--- config.mk ---
export PLATFORM = sky130hd
export DESIGN_NAME = rev_share_ctrl
export DESIGN_NICKNAME = d
export VERILOG_FILES = /design/src/rtl/rev_pkg.sv /design/src/rtl/rev_share_ctrl_reverse.sv /design/src/rtl/rev_share_ctrl.sv
export SDC_FILE = /design/constraint.sdc
export NUM_CORES = 1
export LEC_CHECK = 0
export ABC_AREA = 0
export CELL_PAD_IN_SITES_DETAIL_PLACEMENT = 1
export CELL_PAD_IN_SITES_GLOBAL_PLACEMENT = 1
export CORE_UTILIZATION = 30
export CTS_CLUSTER_SIZE = 30
export DETAILED_ROUTE_END_ITERATION = 12
export GPL_TIMING_DRIVEN = 0
export HOLD_SLACK_MARGIN = 0.02
export PLACE_DENSITY = 0.84
export SETUP_SLACK_MARGIN = 0.4
export SLEW_MARGIN = 25
export SYNTH_ARGS = -nofsm -noshare
export SYNTH_HDL_FRONTEND = slang
export SYNTH_HIERARCHICAL = 1
export SYNTH_SLANG_ARGS = --single-unit
export TNS_END_PERCENT = 1
--- constraint.sdc ---
create_clock -name clk -period 2.2 [get_ports clk]
set_clock_uncertainty 0.1 [all_clocks]
set_input_delay 0.44 -clock clk [delete_from_list [all_inputs] [get_ports clk]]
set_output_delay 0.44 -clock clk [all_outputs]
set_load 0.01 [all_outputs]
--- src/rtl/rev_pkg.sv ---
// Shared definitions for rev_share_ctrl: slot FSM state encodings and
// requester identifiers.
package rev_pkg;

  typedef enum logic {
    ST_IDLE = 1'b0,
    ST_HOLD = 1'b1
  } state_e;

  localparam logic REQ_ID0 = 1'b0;
  localparam logic REQ_ID1 = 1'b1;

  localparam int unsigned DATA_W = 16;

endpackage : rev_pkg

--- src/rtl/rev_share_ctrl_reverse.sv ---
// reverse_16b: optional bit reversal of a 16-bit operand (bit i <- bit 15-i),
// the single datapath shared by both requesters.
module reverse_16b
  import rev_pkg::*;
(
  input  logic [DATA_W-1:0] data_i,
  input  logic              rev_i,
  output logic [DATA_W-1:0] data_o
);

  logic [DATA_W-1:0] flipped;

  always_comb begin
    flipped = '0;
    for (int i = 0; i < DATA_W; i++) begin
      flipped[i] = data_i[DATA_W-1-i];
    end
  end

  assign data_o = rev_i ? flipped : data_i;

endmodule : reverse_16b

--- src/rtl/rev_share_ctrl.sv ---
// Two requesters share one bit-reversal datapath through a one-entry result slot.
// Define REV_RR_EN for round-robin arbitration; otherwise requester 0 has fixed priority.
module rev_share_ctrl
  import rev_pkg::*;
#(
  parameter int unsigned CNT_W = 8
) (
  input  logic              clk,
  input  logic              rst,
  input  logic              req0_valid,
  output logic              req0_ready,
  input  logic [DATA_W-1:0] req0_data,
  input  logic              req0_rev,
  input  logic              req1_valid,
  output logic              req1_ready,
  input  logic [DATA_W-1:0] req1_data,
  input  logic              req1_rev,
  output logic              out_valid,
  input  logic              out_ready,
  output logic [DATA_W-1:0] out_data,
  output logic              out_id,
  output logic [CNT_W-1:0]  done_cnt
);

  state_e            state_q, state_d;
  logic [DATA_W-1:0] out_data_q, out_data_d;
  logic              out_id_q, out_id_d;
  logic [CNT_W-1:0]  done_cnt_q, done_cnt_d;

  logic              accept_en;
  logic              accept;
  logic              win_id;
  logic [DATA_W-1:0] sel_data;
  logic              sel_rev;
  logic [DATA_W-1:0] rev_data;

`ifdef REV_RR_EN
  // Remembers the last granted requester; contention goes to the other one.
  logic last_grant_q, last_grant_d;

  always_comb begin
    win_id = REQ_ID0;
    if (req0_valid && req1_valid) begin
      win_id = ~last_grant_q;
    end else if (req1_valid) begin
      win_id = REQ_ID1;
    end
  end
`else
  always_comb begin
    win_id = (req1_valid && !req0_valid) ? REQ_ID1 : REQ_ID0;
  end
`endif

  assign accept_en  = (state_q == ST_IDLE) || out_ready;
  assign req0_ready = !rst && accept_en && req0_valid && (win_id == REQ_ID0);
  assign req1_ready = !rst && accept_en && req1_valid && (win_id == REQ_ID1);
  assign accept     = req0_ready || req1_ready;

  assign sel_data = (win_id == REQ_ID1) ? req1_data : req0_data;
  assign sel_rev  = (win_id == REQ_ID1) ? req1_rev  : req0_rev;

  reverse_16b u_reverse (
    .data_i (sel_data),
    .rev_i  (sel_rev),
    .data_o (rev_data)
  );

  always_comb begin
    state_d    = state_q;
    out_data_d = out_data_q;
    out_id_d   = out_id_q;
    done_cnt_d = done_cnt_q;

    unique case (state_q)
      ST_IDLE: if (accept) state_d = ST_HOLD;
      ST_HOLD: if (out_ready && !accept) state_d = ST_IDLE;
      default: state_d = ST_IDLE;
    endcase

    if (accept) begin
      out_data_d = rev_data;
      out_id_d   = win_id;
    end

    // Consumed results are counted, sticking at all-ones instead of wrapping.
    if (out_valid && out_ready && (done_cnt_q != {CNT_W{1'b1}})) begin
      done_cnt_d = done_cnt_q + CNT_W'(1);
    end
  end

`ifdef REV_RR_EN
  always_comb begin
    last_grant_d = accept ? win_id : last_grant_q;
  end

  always_ff @(posedge clk) begin
    if (rst) last_grant_q <= REQ_ID1;
    else     last_grant_q <= last_grant_d;
  end
`endif

  always_ff @(posedge clk) begin
    if (rst) begin
      state_q    <= ST_IDLE;
      out_data_q <= '0;
      out_id_q   <= REQ_ID0;
      done_cnt_q <= '0;
    end else begin
      state_q    <= state_d;
      out_data_q <= out_data_d;
      out_id_q   <= out_id_d;
      done_cnt_q <= done_cnt_d;
    end
  end

  assign out_valid = (state_q == ST_HOLD);
  assign out_data  = out_data_q;
  assign out_id    = out_id_q;
  assign done_cnt  = done_cnt_q;

endmodule : rev_share_ctrl

==> flow_results.xml <==
<?xml version="1.0" encoding="UTF-8"?>
<metrics>
  <group name="pwr">
    <metric name="power.sequential.fraction" unit="">0.443</metric>
    <metric name="p_sw_frac" unit="">0.257</metric>
    <metric name="total_switching_power" unit="uW">298</metric>
    <metric name="power_per_cell_area" unit="nW/um2">479</metric>
    <metric name="ir_worst_vdd" unit="uV">238</metric>
    <metric name="clock_group_share_of_total_power" unit="">0.234</metric>
    <metric name="cellLeakagePower" unit="uW">0.000972</metric>
    <metric name="gate_power_share" unit="">0.322</metric>
    <metric name="internal-power" unit="uW">861</metric>
  </group>
  <group name="worst_hold_path">
    <metric name="hold_path_class" unit="">in -&gt; reg</metric>
    <metric name="hold_end" unit="">out_id</metric>
    <metric name="hold_path.startpoint" unit="">req0_valid</metric>
    <metric name="min_delay_path_depth" unit="">3</metric>
  </group>
  <group name="timing">
    <metric name="final_count_of_hold_timing_violations" unit="">0</metric>
    <metric name="max-slew-margin-rel" unit="">0.643</metric>
    <metric name="post-route-period-util" unit="">0.857</metric>
    <metric name="rsz_0062_raised_after_global_routing" unit="">true</metric>
    <metric name="hold-worst-slack" unit="ps">338</metric>
    <metric name="period_minus_slack" unit="ps">1880</metric>
    <metric name="setup_viol" unit="">0</metric>
    <metric name="fin_tns_setup" unit="ps">0</metric>
    <metric name="maxSlewViolCount" unit="">0</metric>
    <metric name="tightest_slew" unit="ps">534</metric>
    <metric name="max_freq" unit="MHz">531</metric>
    <metric name="setup_ws" unit="ps">315</metric>
  </group>
  <group name="layout">
    <metric name="final_layout_size_suffix_gt1_frac" unit="">0.256</metric>
    <metric name="design.final.nets" unit="">265</metric>
    <metric name="fin_area" unit="um2">2420</metric>
    <metric name="syn_to_final_growth" unit="%">59.7</metric>
    <metric name="antenna_diode_count" unit="">0</metric>
  </group>
  <group name="clock_network">
    <metric name="post_cts_hold_buffer_count" unit="">0</metric>
    <metric name="cts-buffers-inserted" unit="">3</metric>
    <metric name="insertion_delay" unit="ps">270</metric>
    <metric name="clockBufferDepth" unit="">2</metric>
    <metric name="clock_tree_from_tritoncts" unit="">yes</metric>
    <metric name="clock_tree.htree_level_count" unit="">1</metric>
    <metric name="root_buffer" unit="">sky130_fd_sc_hd__clkbuf_8</metric>
    <metric name="clkSinkCount" unit="">26</metric>
    <metric name="worst_setup_hold_path_clk_slew" unit="ps">90</metric>
  </group>
  <group name="die">
    <metric name="core_area" unit="um2">4790</metric>
    <metric name="core.rowCount" unit="">25</metric>
    <metric name="die_width" unit="um">73.1</metric>
    <metric name="die_y" unit="um">73.1</metric>
    <metric name="floorplan.initialDensity" unit="">0.317</metric>
    <metric name="pin_count" unit="">67</metric>
    <metric name="dieArea" unit="um2">5340</metric>
  </group>
  <group name="yosys">
    <metric name="synth.lib_cells_used.distinct" unit="">32</metric>
    <metric name="syn-mean-instance-area" unit="um2">10.3</metric>
    <metric name="post_synth_instance_area" unit="um2">1520</metric>
    <metric name="postSynthRegisterBits" unit="">26</metric>
    <metric name="synth_nets" unit="">187</metric>
    <metric name="synth_sequential_area_ratio" unit="">0.343</metric>
    <metric name="ys_warn_count" unit="">6</metric>
    <metric name="cell_count_after_synthesis" unit="">147</metric>
  </group>
  <group name="critical_path">
    <metric name="regToRegEndpoint" unit="">done_cnt[5]</metric>
    <metric name="crit_path_cell_trace" unit="">buf_8 -&gt; nand2b_4 -&gt; buf_12 -&gt; mux2_4 -&gt; buf_8 -&gt; buf_6 -&gt; buf_6 -&gt; mux2_4 -&gt; mux2i_1 -&gt; nor2_1</metric>
    <metric name="r2r-start" unit="">done_cnt[0]</metric>
    <metric name="worstSetupPathType" unit="">in -&gt; reg</metric>
    <metric name="r2r.worst_path.cells" unit="">5</metric>
    <metric name="worst-endpoint-arrival" unit="ps">1930</metric>
    <metric name="cpLargestDelayFamily" unit="">multiplexers</metric>
    <metric name="critical_path.max_fanout" unit="">5</metric>
    <metric name="timing.critical_path.to_type" unit="">register</metric>
    <metric name="critical_path.startpoint_type" unit="">input port</metric>
    <metric name="slowest_stage" unit="">sky130_fd_sc_hd__mux2_4</metric>
    <metric name="reg2reg_setup_slack" unit="ps">450</metric>
    <metric name="critical_path_buf_inv_count" unit="">5</metric>
    <metric name="timing.critical_path.required" unit="ps">2240</metric>
    <metric name="slowest_delay" unit="ps">300</metric>
  </group>
  <group name="drt">
    <metric name="routed_wl" unit="mm">4.29</metric>
    <metric name="drtAntennaViolNets" unit="">0</metric>
    <metric name="avgViaCountPerCell" unit="">4.64</metric>
    <metric name="detailroute.via_count" unit="">1347</metric>
    <metric name="drtIter0Drc" unit="">49</metric>
    <metric name="wl_per_cell" unit="um">14.8</metric>
    <metric name="route.detailed.drc" unit="">0</metric>
    <metric name="detail_route.first_pass.iterations" unit="">4</metric>
  </group>
  <group name="global_route">
    <metric name="grt_start_max_net_pins" unit="">14</metric>
    <metric name="grt_first_pass_wirelength" unit="mm">6.78</metric>
    <metric name="grt.total_usage" unit="">0.170</metric>
    <metric name="first_global_vias" unit="">1388</metric>
    <metric name="globalRoute.totalOverflow" unit="">0</metric>
    <metric name="antenna_violations_before_repair" unit="">0</metric>
  </group>
  <group name="placed_design">
    <metric name="dp_worst_setup_slack" unit="ps">-626</metric>
    <metric name="place_hpwl" unit="mm">3.13</metric>
    <metric name="globalplace.congestion" unit="">0.729</metric>
    <metric name="io_buffer_count" unit="">66</metric>
    <metric name="dp_area" unit="um2">2280</metric>
  </group>
  <group name="run">
    <metric name="drv.max_cap_violation_count" unit="">0</metric>
  </group>
  <group name="status">
    <metric name="run_status" unit="">finished, final reports clean</metric>
  </group>
</metrics>
[placed cells by master (no fill, tap or decap), types with 3 or more instances in the layout]
| cell type | n |
|---|---|
| sky130_fd_sc_hd__mux2_2 | 21 |
| sky130_fd_sc_hd__dlygate4sd2_1 | 4 |
| sky130_fd_sc_hd__a21oi_1 | 4 |
| sky130_fd_sc_hd__buf_2 | 3 |
| sky130_fd_sc_hd__clkdlybuf4s50_1 | 58 |
| sky130_fd_sc_hd__buf_8 | 3 |
| sky130_fd_sc_hd__dfxtp_1 | 26 |
| sky130_fd_sc_hd__mux2i_1 | 18 |
| sky130_fd_sc_hd__clkbuf_8 | 4 |
| sky130_fd_sc_hd__buf_4 | 4 |
| sky130_fd_sc_hd__mux2_4 | 12 |
| sky130_fd_sc_hd__nor2_1 | 24 |
| sky130_fd_sc_hd__nand2_1 | 5 |
| sky130_fd_sc_hd__buf_6 | 3 |
| sky130_fd_sc_hd__nor3_1 | 4 |
[cell type report]
class	count	area, um2
fillers	548	2360
multi-input cells	112	945
repair buffers	73	726
flip-flops and latches	26	520
plain buffers	8	103
well taps	67	83.8
clock buffers	3	41.3
inverters	1	3.75
[metrics by stage]
step,cells,utilization,power (uW)
detailed placement,280,0.476,874
global placement,280,0.476,866
global route,290,0.506,1220
CTS,288,0.503,1160
floorplan,147,-,713
finish,290,0.506,1160
[power groups by stage]
| stage | registers, uW | logic [uW] | clock network, uW |
|---|---|---|---|
| after floorplan | 535 | 178 | 0 |
| final | 514 | 374 | 271 |
| after detailed placement | 525 | 349 | 0 |
| after global routing | 518 | 403 | 300 |
| after CTS | 514 | 375 | 275 |
| after global placement | 523 | 342 | 0 |
[worst register-to-register path: stages, from the launching register on]
cell                      delay [ps]
sky130_fd_sc_hd__dfxtp_1         410
sky130_fd_sc_hd__ha_1            230
sky130_fd_sc_hd__nand3_1         160
sky130_fd_sc_hd__or2_0           270
sky130_fd_sc_hd__and3_1          190
sky130_fd_sc_hd__mux2_1          300
[worst max-delay path by stage]
stage | startpoint | end | slack [ps] | cells after the start
2_1_floorplan | req0_valid | out_data[10] | 270 | 8
3_3_place_gp | req0_valid | req1_ready | -610 | 6
3_5_place_dp | req0_valid | req1_ready | -630 | 6
4_1_cts | req0_valid | out_data[1] | 300 | 10
5_1_grt | req0_valid | out_data[1] | 240 | 10
6_report | req0_valid | out_data[1] | 320 | 10
[cells in the mapped netlist (all sizes together)]
library cell	n	area (um2)
nand2b	2	12.5
a21oi	4	20.0
nor2b	2	20.0
nand3	2	10.0
clkbuf	2	7.51
o21bai	1	7.51
a31oi	2	12.5
and3	2	12.5
nand4	2	12.5
nor4bb	1	10.0
ha	1	12.5
mux2	34	420
mux2i	18	180
dfxtp	26	521
nor4	1	6.26
nor3	6	41.3
nand2	5	18.8
nor2	24	90.1
xor2	1	8.76
inv	1	3.75
or2	1	6.26
buf	6	60.1
nor3b	1	7.51
a211oi	2	15.0
[layer usage]
| layer | vias up | part of all wire | GRT usage |
|---|---|---|---|
| met5 | - | 0 | 0 |
| met4 | 0 | 0.0089 | 0.0392 |
| met3 | 4 | 0.048 | 0.0428 |
| met2 | 41 | 0.50 | 0.296 |
| met1 | 629 | 0.44 | 0.208 |
| li1 | 673 | - | - |
[registers in the layout, summed over array words and instances, names as in the netlist]
signal and flops:
done_cnt 8, out_data 16, out_id 1, out_valid 1
[logic make-up (layout without fill, tap and decap cells)]
kind of cell	after synthesis	after routing	synth area share
adder cells (fa/ha/maj)	1	1	0.00825
buffers and inverters	9	85	0.0470
flip-flops	26	26	0.343
AO/OA/AOI/OAI	9	9	0.0363
AND/OR/NAND/NOR	49	49	0.163
XOR/XNOR	1	1	0.00578
multiplexers	52	52	0.396
[what timing repair did]
| action | 4_1_cts | 5_1_grt |
|---|---|---|
| setup buffers | 4 | 2 |
| endpoints found under the hold margin | 0 | 0 |
| gates resized for setup | 36 | 0 |
| cloned | 1 | 0 |
| endpoints found under the setup margin | 26 | 26 |
| pin swaps | 2 | 0 |
Note: power is estimated with default switching activity, not from simulation.
